==> src/rtl/l2_arb_pkg.sv <==
// rtl/l2_arb_pkg.sv - shared types and constants for the L2 port arbiter
package l2_arb_pkg;

    localparam int ADDR_W = 28;
    localparam int DATA_W = 128;
    localparam int CNT_W  = 32;

    // Grant-side encoding, also used as the bit index into req/grant vectors.
    localparam logic GSEL_I = 1'b0;
    localparam logic GSEL_D = 1'b1;

    typedef enum logic [1:0] {
        IDLE  = 2'd0,
        GNT_I = 2'd1,
        GNT_D = 2'd2
    } arb_state_t;

endpackage

==> src/rtl/rr_pick2.sv <==
// rtl/rr_pick2.sv - combinational 2-way round-robin picker
// Ports: req[1:0] (bit0 = I, bit1 = D), last (side granted last),
//        grant[1:0] one-hot pick, conflict (both requesting).
module rr_pick2
    import l2_arb_pkg::*;
(
    input  logic [1:0] req,
    input  logic       last,
    output logic [1:0] grant,
    output logic       conflict
);

    assign conflict = &req;

    // On a tie the side that did not win last time gets the port.
    always_comb begin
        grant = req;
        if (conflict) begin
            grant = (last == GSEL_D) ? 2'b01 : 2'b10;
        end
    end

endmodule

==> src/rtl/l2_port_arbiter.sv <==
// rtl/l2_port_arbiter.sv - round-robin arbiter sharing the L2 port between I- and D-cache
// Ports: clk/reset (sync, active-high); i_mem_* I-cache read side; d_mem_* D-cache
//        read/write side; L2_* shared L2 port; *_cnt performance counters.
module l2_port_arbiter
    import l2_arb_pkg::*;
#(
    parameter int ADDR_W = l2_arb_pkg::ADDR_W,
    parameter int DATA_W = l2_arb_pkg::DATA_W,
    parameter int CNT_W  = l2_arb_pkg::CNT_W
) (
    input  logic              clk,
    input  logic              reset,
    input  logic              i_mem_read,
    input  logic [ADDR_W-1:0] i_mem_addr,
    output logic [DATA_W-1:0] i_mem_rdata,
    output logic              i_mem_ready,
    input  logic              d_mem_read,
    input  logic              d_mem_write,
    input  logic [ADDR_W-1:0] d_mem_addr,
    input  logic [DATA_W-1:0] d_mem_wdata,
    output logic [DATA_W-1:0] d_mem_rdata,
    output logic              d_mem_ready,
    output logic              L2_read,
    output logic              L2_write,
    output logic [ADDR_W-1:0] L2_addr,
    output logic [DATA_W-1:0] L2_wdata,
    input  logic [DATA_W-1:0] L2_rdata,
    input  logic              L2_ready,
    output logic [CNT_W-1:0]  i_grant_cnt,
    output logic [CNT_W-1:0]  d_grant_cnt,
    output logic [CNT_W-1:0]  conflict_cnt
);

    arb_state_t state, state_nxt;
    logic       last_grant;
    logic       i_req, d_req;
    logic [1:0] pick_grant;
    logic       pick_conflict;
    logic       i_done, d_done;

    assign i_req = i_mem_read;
    assign d_req = d_mem_read | d_mem_write;

    assign i_mem_rdata = L2_rdata;
    assign d_mem_rdata = L2_rdata;

    rr_pick2 u_pick (
        .req      ({d_req, i_req}),
        .last     (last_grant),
        .grant    (pick_grant),
        .conflict (pick_conflict)
    );

    // L2 request outputs depend only on state and requester inputs; L2_ready
    // feeds only the ready strobes and the next-state decision.
    always_comb begin
        state_nxt   = state;
        L2_read     = 1'b0;
        L2_write    = 1'b0;
        L2_addr     = '0;
        L2_wdata    = '0;
        i_mem_ready = 1'b0;
        d_mem_ready = 1'b0;
        i_done      = 1'b0;
        d_done      = 1'b0;
        case (state)
            IDLE: begin
                if (pick_grant[GSEL_I]) begin
                    state_nxt = GNT_I;
                end else if (pick_grant[GSEL_D]) begin
                    state_nxt = GNT_D;
                end
            end
            GNT_I: begin
                L2_read     = i_mem_read;
                L2_addr     = i_mem_addr;
                i_mem_ready = L2_ready & i_req;
                if (!i_req) begin
                    state_nxt = IDLE;          // withdrawn: abort, nothing recorded
                end else if (L2_ready) begin
                    state_nxt = IDLE;
                    i_done    = 1'b1;
                end
            end
            GNT_D: begin
                L2_read     = d_mem_read;
                L2_write    = d_mem_write;
                L2_addr     = d_mem_addr;
                L2_wdata    = d_mem_wdata;
                d_mem_ready = L2_ready & d_req;
                if (!d_req) begin
                    state_nxt = IDLE;
                end else if (L2_ready) begin
                    state_nxt = IDLE;
                    d_done    = 1'b1;
                end
            end
            default: state_nxt = IDLE;
        endcase
        // Reset is synchronous, so the state may still be a grant during the
        // reset cycle; keep the L2 port and strobes quiet regardless.
        if (reset) begin
            L2_read     = 1'b0;
            L2_write    = 1'b0;
            L2_addr     = '0;
            L2_wdata    = '0;
            i_mem_ready = 1'b0;
            d_mem_ready = 1'b0;
        end
    end

    always_ff @(posedge clk) begin
        if (reset) begin
            state        <= IDLE;
            last_grant   <= GSEL_D;        // I wins the first tie
            i_grant_cnt  <= '0;
            d_grant_cnt  <= '0;
            conflict_cnt <= '0;
        end else begin
            state <= state_nxt;
            if (i_done) begin
                last_grant  <= GSEL_I;
                i_grant_cnt <= i_grant_cnt + CNT_W'(1);
            end
            if (d_done) begin
                last_grant  <= GSEL_D;
                d_grant_cnt <= d_grant_cnt + CNT_W'(1);
            end
            if (state == IDLE && pick_conflict) begin
                conflict_cnt <= conflict_cnt + CNT_W'(1);
            end
        end
    end

endmodule

==> config.mk <==
export PLATFORM = sky130hd
export DESIGN_NAME = l2_port_arbiter
export DESIGN_NICKNAME = d
export VERILOG_FILES = /design/src/rtl/l2_arb_pkg.sv /design/src/rtl/rr_pick2.sv /design/src/rtl/l2_port_arbiter.sv
export SDC_FILE = /design/constraint.sdc
export NUM_CORES = 1
export LEC_CHECK = 0
export CAP_MARGIN = 20
export CORE_AREA = 4 4 318 320
export CTS_CLUSTER_DIAMETER = 150
export DETAILED_ROUTE_END_ITERATION = 8
export DIE_AREA = 0 0 322 324
export HOLD_SLACK_MARGIN = 0.15
export SYNTH_ARGS = -nofsm -noshare
export SYNTH_HDL_FRONTEND = slang
export SYNTH_SLANG_ARGS = --single-unit
==> constraint.sdc <==
create_clock -name clk -period 6.05 [get_ports clk]
set_input_delay 0.9075 -clock clk [delete_from_list [all_inputs] [get_ports clk]]
set_output_delay 0.9075 -clock clk [all_outputs]
set_load 0.02 [all_outputs]
; ---- Word level (Yosys, flattened, before mapping)
; Cells that the tools add are included.
[word_totals]
reg_bits = 99
word_cells = 43
[op_classes]
addsub = 3
n_eq_ne = 3
mux = 25
bitwise = 3
n_reduce_logical = 4
[ops]
columns = op, count
row1 = $mux W128, 2
row2 = $add A32 B1 Y32 const B, 3
row3 = $pmux W28 S2, 1
row4 = $mux W28, 1
row5 = $mux W2, 7
row6 = $mux W1, 12
row7 = $pmux W2 S3, 1
row8 = $ne A3 B3 Y1 const B, 1
row9 = $and A1 B1 Y1, 2
row10 = $eq A2 B1 Y1 const B, 1
row11 = $eq A2 B2 Y1 const B, 1
row12 = $logic_not A2 Y1, 1
row13 = $pmux W1 S2, 1
row14 = $reduce_and A2 Y1, 1
row15 = $reduce_or A2 Y1, 1
row16 = $logic_and A1 B1 Y1, 1
row17 = $or A1 B1 Y1, 1

; ---- Longest topological paths before layout
; Gate-level depths: netlist of run 1.
[depth]
ltp_word = 6
ltp_mapped = 8
mapped_depth_nobuf = 6

; ---- Modules after synthesis
; A second synthesis of run 1 with hierarchy kept.
[unflattened]
cells_unflattened = 1048
hier_area_um2 = 8055.2
[modules_own_cells]
columns = mod, instances, cells_per_inst, area_per_inst_um2, seq_area_each_um2
row1 = l2_port_arbiter, 1, 1044, 8030.2, 1981.9
row2 = rr_pick2, 1, 4, 25.0, 0.0

; ---- Least setup slack after synthesis of run 1
; Ideal clock, no wire load.
[synth_timing]
kind = input to output
start = input port reset
end = output port d_mem_ready
t_arrival_ns = 1.900
required_time_ns = 5.142
slack_ns = 3.243
stages = 4
n_path_buf = 3
path_cell_list = clkbuf_1 -> clkbuf_1 -> clkbuf_1 -> nor2_1
[synth_via]
elab_chain_cells = 1
[synth_lines]
columns = element, line_no
row1 = start: declaration, l2_port_arbiter.sv:12  ; input logic reset,
row2 = $mux W1, l2_port_arbiter.sv:102  ; if (reset) begin
row3 = end: declaration, l2_port_arbiter.sv:22  ; output logic d_mem_ready,
; No other way between the ends.

; ---- Worst setup path after layout of run 1
[layout_timing]
start = register state[0]
end = output port L2_wdata[52]
[layout_via]
elab_chain_cells = 3
[layout_lines]
columns = element, line_no
row1 = start: declaration, l2_port_arbiter.sv:34  ; arb_state_t state, state_nxt;
row2 = start signal: assignment, l2_port_arbiter.sv:120  ; state <= state_nxt;
row3 = $eq A2 B2 Y1, l2_port_arbiter.sv:66  ; case (state)
row4 = $mux W128, l2_port_arbiter.sv:66
row5 = $mux W128, l2_port_arbiter.sv:102
row6 = end: declaration, l2_port_arbiter.sv:26  ; output logic [DATA_W-1:0] L2_wdata,
; No other way between the ends.

==> results by group, run 1 <==
Setup path
  – CP Launch Point: state[0]
  – Crit path kind: flip-flop to primary output
  – Crit path largest cell delay: roughly 0.73 ns
  – Worst setup SP type: flip-flop
  – R2R Path Start: state[1]
  – Worst Setup EP: L2_wdata[52]
  – CP max-delay cell: nor2b_4
  – Top delay family on crit path: buffers and inverters
  – Critical Path AT: 3.37 ns
  – Crit-path most repeated cell: buf_4
  – Setup crit end kind: primary output
  – CP max FO: between 50 and 60
  – Worst path depth: 7
  – Required time of the critical path: 5.14 ns
  – Worst reg-to-reg path cell count: 7
  – Cell chain of the critical path: inv_1 -> ha_1 -> buf_4 -> nor2b_4 -> buf_4 -> and2_1 -> clkdlybuf4s50_1
  – WP buf/inv: 4
  – R2R Setup Slk: between 3 and 4 ns
  – FF-to-FF End: i_grant_cnt[31]

STA
  – Worst Max-Slew Pin Slew: between 0.9 and 1 ns
  – Min Clock Period, post-route: 4.28 ns
  – Relative slew margins: a little over a third
  – Slew Viols, Final: 0
  – Final hold vios: 0
  – Fmax: 0.234 GHz
  – Clock skew: about 0.012 ns
  – Setup_tns: 0 ns
  – RSZ-0062 raised after global routing: no
  – Fin crit share: 70.7%
  – Final Setup Violations: 0

Route
  – Met2 wirelength from detailed routing: 27,500 um
  – Routed vias/inst: between 3 and 4
  – Met3 WL: ~9700 um
  – Residual DRC: 0
  – Initial drt markers: between 300 and 400
  – Wire length per cell: roughly 23 um
  – Met1 wire length: approximately 19,000 um
  – Highest Signal Layer: met5
  – Total number of vias: roughly 8.0k
  – Total wire length: ~58,000 um
  – Antenna Violating Nets Remaining: 0
  – First-pass iteration count of the detailed router: 4

Synth
  – Synthesized flop and latch total: between 90 and 100
  – Synth area leaders: dfxtp_1 (25%), buf_4 (24%), and2_1 (10%)
  – Asr flop ratio synth: 0%
  – Synth Flop Type: dfxtp_1
  – Most frequent cell after synthesis: buf_4
  – Count of different cell masters after synthesis: 43
  – Number of flops mapped to enable cells by yosys: 0
  – Syn_nets: around 1.4k
  – Synth Area per Inst: between 7 and 8 um^2
  – Share of the synthesized area in the top cell type: between 20% and 30%
  – Area leader, netlist: dfxtp_1
  – Sequential-to-total area share from yosys stat: between 20% and 30%
  – Commonest cells in the netlist: buf_4 (259), and2_1 (133), dfxtp_1 (99)
  – Yosys warns: 0
  – Mapped Area: 8030 um^2
  – Synth Instances: ~1.0k

Pwr
  – Sw Ratio: between 20% and 30%
  – Worst IR drop on VDD: around 0.13 mV
  – P_leak: 3.64 nW
  – Cell Int Power: roughly 0.0012 W
  – Power Density: ~140 nW/um^2
  – Share of power burned in registers: around two fifths
  – Clock power share: about two fifths
  – Gate power share: between 20% and 30%
  – Psw: roughly 0.00048 W

Clocking
  – CTS buffer count: 9
  – Clock root buffer: clkbuf_16
  – Post-CTS repair timing setup buffer count: 0
  – Cts hold-fix bufs: 0
  – CTS resizes: 0
  – H-tree levels: 3
  – CTS clk-pin slew, worst paths: 0.08 ns
  – # clock sinks: 99
  – TritonCTS clock tree: built
  – CTS max path bufs: 2
  – Worst-Skew Late Latency: 0.38 ns

Floorplanning
  – IO Pins: between 800 and 900
  – Row Count: 115
  – Placeable Area: approximately 98,000 um^2
  – Die area: approximately 100,000 um^2
  – Die width: about 320 um
  – Starting Density: 8.18%
  – DIE HEIGHT: 324 um

Place
  – Port bufs: around 450
  – Post-DP HPWL: approximately 51,000 um
  – Dpl cell area: 12,000 um^2
  – Global placement routability congestion: around 0.76

Final layout
  – Layout Nets: ~1.5k
  – Synthesis-to-layout area growth: 53.3%
  – Core Util, Final: between 10% and 20%
  – Fillers: around 11k
  – Multi-input logic area: between 3000 and 4000 um^2
  – Register area: 1980 um^2
  – Layout cells sized above 1: under 10%
  – Design area: 12,300 um^2

Run
  – Max-cap violations: 0

Hold path
  – Tightest Hold Check Type: flip-flop to flip-flop
  – Hold Startpoint: conflict_cnt[26]

Status
  – Status: finished, final reports clean

Global routing
  – Initial antenna violation count: 55
  – GRT overflow: 0
  – GRT Util Overall: approximately a tenth
  – First-pass GRT wire length: 73,000 um
  – Largest net degree at the start of global routing: 56
  – Vias in the first global route: approximately 7.7k
## registers in the layout, indices dropped and copies added (netlist names)
register and count:
conflict_cnt 32, d_grant_cnt 32, i_grant_cnt 32, last_grant 1, state 2
## worst min-delay path by stage
stage               cells after the start  slack, ns               end
CTS                                     2       0.49  conflict_cnt[26]
global route                            2       0.54  conflict_cnt[26]
global placement                        2       0.48  conflict_cnt[26]
floorplan                               2       0.46        last_grant
finish                                  2       0.49  conflict_cnt[26]
detailed placement                      2       0.48  conflict_cnt[26]
## layout make-up
type	count	area share, %
diodes	8	0.163
clock buffers	10	1.94
clock inverters	6	0.650
inverters	16	0.488
multi-input cells	614	31.0
flip-flops and latches	99	16.1
well taps	1287	13.1
repair buffers	452	36.6
## per-stage QoR
step | cells | setup slack (ns) | power [W] | hold WS (ns)
finish | 2492 | 1.77 | 0.00167 | 0.491
global route | 2484 | 1.46 | 0.00174 | 0.537
CTS | 2484 | 1.66 | 0.00171 | 0.495
detailed placement | 2468 | 2.06 | 0.00103 | 0.485
global placement | 2468 | 2.10 | 0.00104 | 0.478
floorplan | 1045 | 3.24 | 0.00104 | 0.463
## per-layer routing
metal / global-route usage, % / vias up
met2: 17.8 / 590
met1: 10.1 / 3623
met5: 0.726 / -
met3: 8.16 / 159
met4: 2.64 / 6
li1: - / 3639
## power groups by stage
| stage | sequential [W] | combinational [W] | clock (W) |
|---|---|---|---|
| global placement | 0.000674 | 0.000366 | 0 |
| detailed placement | 0.000674 | 0.000361 | 0 |
| CTS | 0.000659 | 0.000366 | 0.000685 |
| floorplan | 0.000675 | 0.000365 | 0 |
| global route | 0.000659 | 0.000383 | 0.000700 |
| finish | 0.000658 | 0.000360 | 0.000647 |
## cell families after synthesis
family,share of synthesized area (%)
simple gates,29.4
mux,1.53
flops,24.7
buf+inv,27.9
xor+xnor,3.38
fa+ha+maj,1.09
compound gates,12.0
## worst register-to-register path: stages, from the launching register on
cell and delay [ns]:
dfxtp_1 0.34, inv_1 0.09, ha_1 0.14, buf_4 0.33
and3_1 0.52, nand2_1 0.45, nor4_1 0.44, mux2_2 0.37
## cells in the final DEF (no fill, tap or decap), types with 2 or more instances in the layout
cell and n:
clkbuf_16 9, nor2b_1 10, mux2_1 4, nor2_1 74, nand2_1 36, ha_1 7, or2_2 2, or3_1 19
nor4_1 13, mux2_2 6, o31ai_1 34, nor3_1 8, and2_1 133, or4_1 39, nand3_1 34, and4_1 11
dfxtp_1 99, buf_4 8, or4_4 2, nand4_1 24, a22oi_1 28, inv_1 16, xnor2_1 17, o21ai_0 21
diode_2 8, a21oi_1 58, inv_8 3, xor2_1 14, and3_1 6, clkdlybuf4s50_1 444
Note: power is estimated with default switching activity, not from simulation.
==> inputs of run 2 (changes only) <==
--- a/config.mk
+++ b/config.mk
@@ -6,10 +6,10 @@
 export NUM_CORES = 1
 export LEC_CHECK = 0
 export CAP_MARGIN = 20
-export CORE_AREA = 4 4 318 320
+export CORE_AREA = 4 4 317 319
 export CTS_CLUSTER_DIAMETER = 150
 export DETAILED_ROUTE_END_ITERATION = 8
-export DIE_AREA = 0 0 322 324
+export DIE_AREA = 0 0 321 323
 export HOLD_SLACK_MARGIN = 0.15
 export SYNTH_ARGS = -nofsm -noshare
 export SYNTH_HDL_FRONTEND = slang
==> constraint.sdc (replaced) <==
create_clock -name clk -period 3.8 [get_ports clk]
set_input_delay 0.57 -clock clk [delete_from_list [all_inputs] [get_ports clk]]
set_output_delay 0.57 -clock clk [all_outputs]
set_load 0.02 [all_outputs]
==> results by group, run 2 (synthesized netlist as in run 1, its figures left out) <==
Global routing
  – First-pass GRT wire length: 73,800 um (was 73,000 um)
  – GRT overflow: 0 (unchanged)
  – Vias in the first global route: 7,629 (was 7,684)
  – GRT Util Overall: 10.7% (was 10.6%)
  – Initial antenna violation count: 39 (was 55)
  – Largest net degree at the start of global routing: 109 (was 56)

Floorplanning
  – DIE HEIGHT: 323 um (was 324 um)
  – Starting Density: 8.21% (was 8.18%)
  – Die width: 321 um (was 322 um)
  – Placeable Area: 97,800 um^2 (was 98,100 um^2)
  – IO Pins: 830 (unchanged)
  – Row Count: 115 (unchanged)
  – Die area: 104,000 um^2 (about the same)

Final layout
  – Layout cells sized above 1: 7.40% (was 3.17%)
  – Fillers: 11.3k (about the same)
  – Non-filler cells, final: 2,495 (was 2,492)
  – Register area: 1980 um^2 (unchanged)
  – Most common cell after layout, fill and taps aside: clkdlybuf4s50_1 (unchanged)
  – Most frequent cells in the layout: clkdlybuf4s50_1 (398), and2_1 (133), dfxtp_1 (99) (was clkdlybuf4s50_1 (444), and2_1 (133), dfxtp_1 (99))
  – Synthesis-to-layout area growth: 55.3% (was 53.3%)
  – Multi-input logic area: 3820 um^2 (unchanged)
  – Layout Nets: 1,522 (was 1,517)
  – Regs by FF count: conflict_cnt: 32 flops, d_grant_cnt: 32 flops, i_grant_cnt: 32 flops (unchanged)

Clocking
  – Post-CTS repair timing setup buffer count: 0 (unchanged)
  – CTS buffer count: 9 (unchanged)
  – Clock root buffer: clkbuf_16 (unchanged)
  – TritonCTS clock tree: built (unchanged)
  – CTS max path bufs: 2 (unchanged)
  – # clock sinks: 99 (unchanged)
  – Cts hold-fix bufs: 0 (unchanged)
  – H-tree levels: 3 (unchanged)
  – Worst-Skew Late Latency: 0.38 ns (about the same)
  – CTS clk-pin slew, worst paths: 0.08 ns (about the same)
  – CTS resizes: 0 (unchanged)

Pwr
  – Power Density: 207 nW/um^2 (was 135 nW/um^2)
  – Worst IR drop on VDD: 0.192 mV (was 0.135 mV)
  – P_leak: 3.81 nW (was 3.64 nW)

Place
  – Placed insts: 2,473 (was 2,468)
  – Post-DP HPWL: 50,800 um (was 50,700 um)
  – Global placement routability congestion: 0.832 (was 0.765)
  – Setup WS pre-CTS: 0.592 ns (was 2.06 ns)
  – Port bufs: 445 (unchanged)

Run
  – Max-cap violations: 0 (unchanged)

STA
  – Fmax: roughly 0.31 GHz
  – RSZ-0062 raised after global routing: no (unchanged)
  – Min Hold Slack: 0.491 ns (about the same)
  – Final hold vios: 0 (unchanged)
  – Fin crit share: 84.0%
  – Clock skew: 0.0144 ns (was 0.0123 ns)
  – Final worst setup slack: 0.607 ns (was 1.77 ns)
  – Relative slew margins: 41.1% (was 35.1%)
  – Worst Max-Slew Pin Slew: 0.884 ns (was 0.973 ns)
  – Slew Viols, Final: 0 (unchanged)
  – Setup_tns: 0 ns (unchanged)
  – Min Clock Period, post-route: between 3 and 4 ns
  – Final Setup Violations: 0 (unchanged)

Route
  – Antenna Violating Nets Remaining: 0 (unchanged)
  – First-pass iteration count of the detailed router: 7 (was 4)
  – Total wire length: 58,000 um (was 58,200 um)
  – Routed vias/inst: 3.18 (was 3.22)
  – Wire length per cell: 23.2 um (was 23.4 um)
  – Residual DRC: 0 (unchanged)
  – Initial drt markers: 406 (was 357)
  – Total number of vias: 7,940 (was 8,017)

Setup path
  – CP max FO: 108 (was 51)
  – Crit path largest cell delay: 0.64 ns (was 0.73 ns)
  – Top delay family on crit path: buffers and inverters (unchanged)
  – Worst setup SP type: flip-flop (unchanged)
  – CP max-delay cell: clkdlybuf4s50_1 (was nor2b_4)
  – Cell chain of the critical path: inv_1 -> ha_1 -> buf_4 -> nor2b_4 -> buf_12 -> and2_1 -> clkdlybuf4s50_1 (was inv_1 -> ha_1 -> buf_4 -> nor2b_4 -> buf_4 -> and2_1 -> clkdlybuf4s50_1)
  – Setup crit end kind: primary output (unchanged)
  – Critical Path AT: 2.62 ns (was 3.37 ns)
  – WP buf/inv: 4 (unchanged)
  – Required time of the critical path: 3.23 ns (was 5.14 ns)
  – Crit path kind: flip-flop to primary output (unchanged)

Hold path
  – Tightest Hold Check Type: flip-flop to flip-flop (unchanged)

Status
  – Status: finished, final reports clean (unchanged)
## run 2: changes by cell type in the layout (fill, tap and decap cells not counted), moves of 2 or more
cell and change:
diode_2 -2, buf_4 +30, buf_12 +21, clkdlybuf4s50_1 -46
## run 2: final timing paths
path	from	endpoint	slack (ns)	depth (start not counted)
setup / recovery	state[0]	L2_wdata[82]	0.61	7
hold / removal	conflict_cnt[31]	conflict_cnt[31]	0.49	2
setup reg to reg	state[0]	conflict_cnt[31]	1.22	6
hold reg to reg	conflict_cnt[31]	conflict_cnt[31]	0.49	2
## run 2: power by group
group	internal, W	total (W)	switching [W]
sequential	0.00104	0.00105	0.00000657
combinational	0.000313	0.000582	0.000269
clock	0.000463	0.000953	0.000490
## run 2: per-layer routing
metal | wire length, um | GRT usage [%] | part of all wire, % | vias to the layer above
met5 | 0 | 0 | 0 | -
met4 | 1740 | 2.79 | 3.0 | 0
met3 | 10400 | 8.98 | 18 | 144
met2 | 27900 | 18.2 | 48 | 538
met1 | 18000 | 9.60 | 31 | 3614
li1 | - | - | - | 3644
## run 2: layout make-up
class | instances | area share (%)
Tap cell | 1287 | 12.9
Timing Repair Buffer | 457 | 37.6
Inverter | 16 | 0.482
Multi-Input combinational cell | 614 | 30.6
Sequential cell | 99 | 15.9
Antenna cell | 6 | 0.120
Clock buffer | 9 | 1.81
Clock inverter | 7 | 0.562
## run 2: stage by stage
| stage | utilization [%] | power [W] | instance area [um^2] |
|---|---|---|---|
| 2_1_floorplan | - | 0.00166 | 8030 |
| 3_3_place_gp | 12.4 | 0.00167 | 12200 |
| 3_5_place_dp | 12.4 | 0.00166 | 12200 |
| 4_1_cts | 12.7 | 0.00267 | 12500 |
| 5_1_grt | 12.7 | 0.00272 | 12500 |
| 6_report | 12.7 | 0.00258 | 12500 |
## run 2: worst min-delay path, stage by stage, from the launching register on
cell	delay [ns]
dfxtp_1	0.32
o31ai_1	0.07
a21oi_1	0.06
